<file path="config.mk">
export PLATFORM = sky130hd
export DESIGN_NAME = ahb_gpio_multi
export DESIGN_NICKNAME = d
export VERILOG_FILES = /design/src/rtl/ahb_gpio_multi.sv
export SDC_FILE = /design/constraint.sdc
export NUM_CORES = 1
export LEC_CHECK = 0
export ABC_AREA = 1
export BUFFER_PORTS_ARGS = -buffer_cell sky130_fd_sc_hd__buf_2
export CAP_MARGIN = 20
export CORE_MARGIN = 2
export CORE_UTILIZATION = 30
export DETAILED_ROUTE_END_ITERATION = 10
export PLACE_DENSITY_LB_ADDON = 0.3
export SYNTH_ARGS = -nofsm -noshare
export SYNTH_HDL_FRONTEND = slang
export SYNTH_SLANG_ARGS = --single-unit
</file>
<file path="constraint.sdc">
create_clock -name HCLK -period 1.8 [get_ports HCLK]
set_input_delay 0.36 -clock HCLK [delete_from_list [all_inputs] [get_ports HCLK]]
set_output_delay 0.36 -clock HCLK [all_outputs]
set_load 0.005 [all_outputs]
</file>
<file path="src/rtl/ahb_gpio_multi.sv">
`default_nettype none
//==============================================================================
// Module      : ahb_gpio_multi
// Description : AHB-Lite GPIO slave with a WIDTH-bit port.
//               - per-bit direction (GPIOOE = DIR)
//               - SYNC_STAGES-deep input synchroniser
//               - per-bit edge interrupts with enable, polarity and sticky
//                 write-1-to-clear status
//               - parity generation on GPIOOUT[WIDTH] and parity checking of
//                 GPIOIN[WIDTH:0] when the GPIO_PARITY_EN macro is defined
//
// Optional feature macro: GPIO_PARITY_EN
//   defined   : parity generated on DATA writes, input parity checked while
//               every bit is an input, sticky PAR_STAT[0] / PARITYERR.
//   undefined : GPIOOUT[WIDTH] = 0, GPIOIN[WIDTH], PARITYSEL and
//               INJECT_FAULT ignored, PAR_STAT reads 0, PARITYERR = 0.
//
// Ports:
//   HCLK, HRESET        clock, synchronous active-high reset
//   HSEL, HADDR, HTRANS, HWRITE, HWDATA, HREADY   AHB-Lite slave inputs
//   HREADYOUT, HRDATA   AHB-Lite slave outputs (zero wait states)
//   GPIOIN  [WIDTH:0]   pad inputs  {parity, data}
//   GPIOOUT [WIDTH:0]   pad outputs {parity, data}
//   GPIOOE  [WIDTH-1:0] output enables
//   PARITYSEL           0 = even, 1 = odd parity
//   INJECT_FAULT        inverts generated parity and the check reference
//   IRQ                 registered OR of IRQ_STATUS
//   PARITYERR           sticky parity error flag
//
// Register map (byte offsets): 0x00 DATA, 0x04 DIR, 0x08 IRQ_EN,
//   0x0C IRQ_POL, 0x10 IRQ_STATUS (W1C), 0x14 PAR_STAT (bit0, W1C)
//
// Revision    : 1.0 - initial release
//==============================================================================
module ahb_gpio_multi #(
  parameter int WIDTH       = 16,
  parameter int SYNC_STAGES = 2
) (
  input  logic             HCLK,
  input  logic             HRESET,
  input  logic             HSEL,
  input  logic [31:0]      HADDR,
  input  logic [1:0]       HTRANS,
  input  logic             HWRITE,
  input  logic [31:0]      HWDATA,
  input  logic             HREADY,
  output logic             HREADYOUT,
  output logic [31:0]      HRDATA,
  input  logic [WIDTH:0]   GPIOIN,
  output logic [WIDTH:0]   GPIOOUT,
  output logic [WIDTH-1:0] GPIOOE,
  input  logic             PARITYSEL,
  input  logic             INJECT_FAULT,
  output logic             IRQ,
  output logic             PARITYERR
);

  localparam logic [7:0] c_ofs_data = 8'h00;
  localparam logic [7:0] c_ofs_dir  = 8'h04;
  localparam logic [7:0] c_ofs_en   = 8'h08;
  localparam logic [7:0] c_ofs_pol  = 8'h0C;
  localparam logic [7:0] c_ofs_stat = 8'h10;
  localparam logic [7:0] c_ofs_par  = 8'h14;

`ifdef GPIO_PARITY_EN
  localparam int c_sync_w = WIDTH + 1;
`else
  localparam int c_sync_w = WIDTH;
`endif

  // ---------------------------------------------------------------------------
  // Address phase capture
  // ---------------------------------------------------------------------------
  logic       act_q;
  logic       wr_q;
  logic [7:0] addr_q;

  always_ff @(posedge HCLK) begin
    if (HRESET) begin
      act_q  <= 1'b0;
      wr_q   <= 1'b0;
      addr_q <= '0;
    end else if (HREADY) begin
      act_q  <= HSEL & HTRANS[1];
      wr_q   <= HWRITE;
      addr_q <= HADDR[7:0];
    end
  end

  // A write commits on the edge that ends its data phase.
  logic w_wen;
  assign w_wen = act_q & wr_q & HREADY;

  // ---------------------------------------------------------------------------
  // Input synchroniser
  // ---------------------------------------------------------------------------
  logic [c_sync_w-1:0] sync_q [SYNC_STAGES];

  always_ff @(posedge HCLK) begin
    if (HRESET) begin
      for (int i = 0; i < SYNC_STAGES; i++) sync_q[i] <= '0;
    end else begin
      sync_q[0] <= GPIOIN[c_sync_w-1:0];
      for (int i = 1; i < SYNC_STAGES; i++) sync_q[i] <= sync_q[i-1];
    end
  end

  logic [c_sync_w-1:0] w_synced;
  logic [WIDTH-1:0]    w_syn_data;
  assign w_synced   = sync_q[SYNC_STAGES-1];
  assign w_syn_data = w_synced[WIDTH-1:0];

  // ---------------------------------------------------------------------------
  // Registers
  // ---------------------------------------------------------------------------
  logic [WIDTH-1:0] dout_q, dir_q, dirp_q, en_q, pol_q, stat_q, prev_q;
  logic [WIDTH-1:0] stat_d;
  logic             par_q, perr_q, perr_d, irq_q;
  logic             w_par_gen;
  logic             w_unused;

  // Edge detection against the previous synced value. A bit that was an
  // output in the previous cycle is masked, so switching it to input cannot
  // produce an edge from stale history.
  logic [WIDTH-1:0] w_rise, w_fall, w_set, w_stat_clr;
  assign w_rise     = w_syn_data & ~prev_q;
  assign w_fall     = ~w_syn_data & prev_q;
  assign w_set      = ((pol_q & w_fall) | (~pol_q & w_rise)) & en_q & ~dir_q & ~dirp_q;
  assign w_stat_clr = (w_wen && (addr_q == c_ofs_stat)) ? HWDATA[WIDTH-1:0] : '0;
  // Set wins over a same-cycle clear.
  assign stat_d     = (stat_q & ~w_stat_clr) | w_set;

`ifdef GPIO_PARITY_EN
  logic w_par_ref, w_par_err, w_par_clr;
  assign w_par_ref = PARITYSEL ^ INJECT_FAULT;
  // Check only while the whole port is an input.
  assign w_par_err = (dir_q == '0) && ((^w_synced) != w_par_ref);
  assign w_par_clr = w_wen && (addr_q == c_ofs_par) && HWDATA[0];
  assign w_par_gen = (^HWDATA[WIDTH-1:0]) ^ w_par_ref;
  assign perr_d    = (perr_q & ~w_par_clr) | w_par_err;
  assign w_unused  = ^{HADDR[31:8], HTRANS[0], HWDATA[31:WIDTH]};
`else
  assign w_par_gen = 1'b0;
  assign perr_d    = 1'b0;
  assign w_unused  = ^{HADDR[31:8], HTRANS[0], HWDATA[31:WIDTH],
                       PARITYSEL, INJECT_FAULT, GPIOIN[WIDTH]};
`endif

  always_ff @(posedge HCLK) begin
    if (HRESET) begin
      dout_q <= '0;
      dir_q  <= '0;
      dirp_q <= '0;
      en_q   <= '0;
      pol_q  <= '0;
      stat_q <= '0;
      prev_q <= '0;
      par_q  <= 1'b0;
      perr_q <= 1'b0;
      irq_q  <= 1'b0;
    end else begin
      prev_q <= w_syn_data;
      dirp_q <= dir_q;
      stat_q <= stat_d;
      perr_q <= perr_d;
      irq_q  <= |stat_q;
      if (w_wen) begin
        case (addr_q)
          c_ofs_data: begin
            dout_q <= HWDATA[WIDTH-1:0];
            par_q  <= w_par_gen;
          end
          c_ofs_dir: dir_q <= HWDATA[WIDTH-1:0];
          c_ofs_en:  en_q  <= HWDATA[WIDTH-1:0];
          c_ofs_pol: pol_q <= HWDATA[WIDTH-1:0];
          default: ;
        endcase
      end
    end
  end

  // ---------------------------------------------------------------------------
  // Read data (combinational from the registered address)
  // ---------------------------------------------------------------------------
  logic [31:0] w_rdata;

  always_comb begin
    w_rdata = '0;
    if (act_q && !wr_q) begin
      case (addr_q)
        c_ofs_data: w_rdata[WIDTH-1:0] = (dir_q & dout_q) | (~dir_q & w_syn_data);
        c_ofs_dir:  w_rdata[WIDTH-1:0] = dir_q;
        c_ofs_en:   w_rdata[WIDTH-1:0] = en_q;
        c_ofs_pol:  w_rdata[WIDTH-1:0] = pol_q;
        c_ofs_stat: w_rdata[WIDTH-1:0] = stat_q;
        c_ofs_par:  w_rdata[0]         = perr_q;
        default: ;
      endcase
    end
  end

  assign HRDATA    = w_rdata;
  assign HREADYOUT = 1'b1;
  assign GPIOOUT   = {par_q, dout_q};
  assign GPIOOE    = dir_q;
  assign IRQ       = irq_q;
  assign PARITYERR = perr_q;

endmodule
`default_nettype wire

</file>
### Word-level counts from Yosys, hierarchy flattened

Memories as Yosys holds them, arrays and structs flattened.
Index checks and enable logic that the tools add are counted.
Widths: inputs -> output; s select.

* multiplexer cells: 9
* bitwise operators: 24
* reduce and logical (&&, ||, !) cells: 9
* eq/ne operators: 4

Operator list (number)
* $and 16x16->16: 10
* $not 16->16: 6
* $pmux 15 s5: 1
* $mux 16: 4
* $or 16x16->16: 3
* $eq 8x4->1 const B: 2
* $reduce_or 16->1: 1
* $eq 8x3->1 const B: 1
* $eq 8x5->1 const B: 1
* $logic_not 8->1: 1
* $reduce_and 2->1: 4
* $pmux 1 s5: 1
* $and 1x1->1: 3
* $mux 1: 3
* $logic_and 1x1->1: 2
* $or 1x1->1: 2
* $logic_not 1->1: 1

* output and inout port bits: 68
* bits in registers: 123
* memories: 1
* input port bits: 90
* bits in writable memories: 32
* logic and storage cells: 58

Memories
* sync_q: depth 2, bits a word 16, rd ports 2, clocked after Yosys merged registers in 0, wr ports 2, RTL line 97 `logic [c_sync_w-1:0] sync_q [SYNC_STAGES];`

### Depth between registers and ports, before layout

An unclocked memory read counts as a cell.

* depth after elaboration: 9
* depth in mapped cells: 9
* mapped depth without buffers: 8

### Least setup slack after synthesis

No wires, ideal clock.

* kind: reg-to-output
* from: register addr_q[4]
* to: output HRDATA[10]
* path buffers: 1
* slack: 0.242 ns
* stages on the path, launching flop included: 9
* required time: 1.440 ns
* data arrival time: 1.198 ns
* cells stage by stage: dfxtp_1 -> nor2_2 -> nand2_2 -> inv_4 -> nand2_2 -> inv_2 -> buf_4 -> nand2_1 -> a21oi_1

* longest elaborated chain between the ends: 3
* elaborated cells on any way between the ends: 7
* those cells by class: eq/ne: 4; mux: 2; reduce/logical: 1

RTL lines
* start, declared: RTL line 76 `logic [7:0] addr_q;`
* start signal, assigned: RTL line 86 `addr_q <= HADDR[7:0];`
* $eq 8x5->1 (tied with other cells): RTL line 190 `case (addr_q)`
* $pmux 15 s5 *: RTL line 190
* $mux 16 *: RTL line 189 `if (act_q && !wr_q) begin`
* end, declared: RTL line 48 `output logic [31:0] HRDATA,`

Every way passes the cells marked *; elsewhere a longest branch is shown, timed or not.

### Worst setup path in the final report

* from: register addr_q[1]
* to: output HRDATA[0]

* longest elaborated chain between the ends: 3
* elaborated cells on any way between the ends: 7
* those cells by class: eq/ne: 4; mux: 2; reduce/logical: 1

RTL lines (RTL line)
* $eq 8x5->1 (tied with other cells): 190
* $pmux 1 s5 *: 190
* $mux 16 *: 189

Marked as above.

==> summary.txt <==
syn avg cell area = 7.14 µm²
Setup violations, final = 16
crit start category = flip-flop
GRT Overall Usage = 0.177
Seq/Total Area, Yosys = 0.476
Comb pwr share = 0.100
Final min period = 2.23 ns
Placeable Area = 0.0212 mm²
vias in the first global route = 5575
post-route insts no fill = 1332
drt total wl = 19800 µm
top cell type by total area after synthesis = dfxtp_1
Synth cell types = 27
via/cell ratio = 4.57
clock share of power = 0.447
YS warnings = 0
top-level port count = 158
Rows = 53
post-route cell area = 0.00865 mm²
Initial DRT Pass Iterations = 4
Routed WL per cell = 14.9 µm
max_cap viols = 0
Max Fanout on Critical Path = 6
Hold-fix buffers, CTS = 0
multiplexer share of the synthesized area = 0
Initial Util = 0.308
CTS clk-pin slew, worst paths = 0.06 ns
outcome = finished, violations left
Slew Limit Fails = 0
Peak Freq = 0.448 GHz
CTS tree = built
final worst slack = -0.430 ns
full die area = 0.0229 mm²
CTS H-Tree Depth = 4
post-synthesis simple-gate area fraction = 0.273
CTS Buf Count = 17
Detail Route Antenna Nets = 0
pin count of the biggest net entering global routing = 99
Post-Syn Area = 0.00652 mm²
Post-DP Area = 0.00759 mm²
Yosys reg bits = 155
setup tns final = -6.15 ns
clk root buf = clkbuf_16
clk_skew = 0.00645 ns
Clk Latency, worst-skew pair = 0.42 ns
Gate Count Post-Synth = 913
Seq pwr share = 0.453
GPL Wtd Cong = 0.827
Lkg Pwr = 3.66 nW
grt total ovfl = 0
Post-synth EDFFs = 0
CP arrival = 1.87 ns
final period utilization = 1.24
failing checks = setup timing
Req. time, crit path = 1.44 ns
final hold viol count = 0
Switch Pwr = 0.00184 W
clk buf depth = 2
P_int = 0.00594 W
initial drt markers = 380
antenna cells = 0
Sw Share = 0.236
initial antenna violation count = 0
Port Buf Inserts = 94
compound-gate portion of the synthesized area = 0.140
Overall Power = 0.00778 W
die height = 151 µm
crit end category = output pin
Sink Count = 155
Post-Synth XOR/XNOR Area = 0
Final Net Count = 1135
largest family of logic cells by synthesized area = simple AND/OR/NAND/NOR gates
Inst Count DP = 1282
Synth Area in Adders = 0
top cells by area, synth = dfxtp_1 (48%), nand2_1 (10%), nor2_1 (7.9%)
area share of the largest cell type after synthesis = 0.476
ys flop type = dfxtp_1
area delta synth->final = 32.7%
# DRC = 0
Post-DP HPWL = 12700 µm
share of post-route cells with drive strength above 1 = 0.237
Max IR drop VDD = 627 µV
crit path kind = reg -> out
die width = 151 µm
first-pass GRT wire length = 30800 µm
Post-synth ARST share = 0
unrepaired setup endpoints after global routing = yes
DR vias = 6092
Tightest Hold Check Type = in -> reg
Pwr Density = 900 mW/mm²
final cells by class:
type	count	area, µm²
clock buffer	23	468
inverter	99	379
multi-input combinational	617	2930
clock inverter	8	93.8
tap	275	344
sequential	155	3110
timing repair buffer	155	1320
fill	2239	12500
critical path, cell delays in order (launching register included):
cell and delay, ns:
dfxtp_2 0.32, inv_2 0.08, nand2_2 0.08, buf_6 0.13
nor2_4 0.14, buf_12 0.15, buf_6 0.10, nand3_2 0.05
nand2_1 0.07, nor2_1 0.04, a21oi_1 0.16, buf_2 0.14
layout by cell type (no fill, tap or decap), types with 12 or more instances in the layout:
cell type,count
a21oi_1,77
buf_12,20
buf_2,93
buf_4,27
clkbuf_16,19
conb_1,19
dfxtp_1,148
inv_1,90
nand2_1,168
nand2_2,12
nand3_1,70
nand3_2,14
nor2_1,133
o21ai_0,74
o21ai_1,15
cell families (layout without fill, tap and decap cells):
logic type	Yosys count	count (layout)
flip-flops	155	155
AO/OA/AOI/OAI	180	180
AND/OR/NAND/NOR	418	418
other	2	19
buffers and inverters	158	285
through the flow:
| step | util | setup slack (ns) | hold WS, ns |
|---|---|---|---|
| 3_5_place_dp | 0.359 | -0.0527 | 0.395 |
| 4_1_cts | 0.398 | -0.458 | 0.123 |
| 2_1_floorplan | - | 0.242 | 0.388 |
| 6_report | 0.409 | -0.430 | 0.137 |
| 5_1_grt | 0.409 | -0.518 | 0.128 |
| 3_3_place_gp | 0.359 | -0.0657 | 0.393 |
power groups by stage:
stage / logic [W] / registers (W) / clock network (W)
finish: 0.000779 / 0.00353 / 0.00348
global route: 0.000839 / 0.00353 / 0.00371
CTS: 0.000714 / 0.00352 / 0.00353
detailed placement: 0.000586 / 0.00359 / 0
global placement: 0.000586 / 0.00359 / 0
floorplan: 0.000311 / 0.00359 / 0
cell usage after synthesis (all sizes together), types with 2 or more instances:
| master | instances |
|---|---|
| conb | 2 |
| nor4 | 2 |
| nor2 | 146 |
| clkbuf | 18 |
| inv | 99 |
| nand4 | 4 |
| dfxtp | 155 |
| nand3 | 84 |
| nand2 | 182 |
| buf | 41 |
| o21ai | 89 |
| a21oi | 88 |
sequential cells by signal, indices dropped and copies added (netlist names):
signal  flops
sync_q     32
en_q       16
act_q       1
dirp_q     16
addr_q      8
GPIOOE     16
IRQ         1
pol_q      16
stat_q     16
wr_q        1
dout_q     16
prev_q     16
layer usage:
layer	global-route usage	routed length [µm]
met1	0.244	9290
met2	0.274	9110
met3	0.0349	1130
met4	0.0607	321
met5	0	0
worst paths after layout:
kind	from	endpoint	slack, ns	cells after the start
hold reg to reg	sync_q[0][15]	sync_q[0][31]	0.40	2
hold / removal	GPIOIN[3]	sync_q[0][3]	0.14	3
setup reg to reg	addr_q[2]	stat_q[14]	0.02	13
setup / recovery	addr_q[1]	HRDATA[0]	-0.43	11
what timing repair did:
action                                  in CTS  in global routing
resized for setup                           26                 41
endpoints found under the setup margin      16                 22
gates cloned                                 3                  2
endpoints found under the hold margin        0                  0
buffers inserted                             9                  6
pin swaps                                   12                 18
No activity file was read; power rests on OpenSTA's default activity.
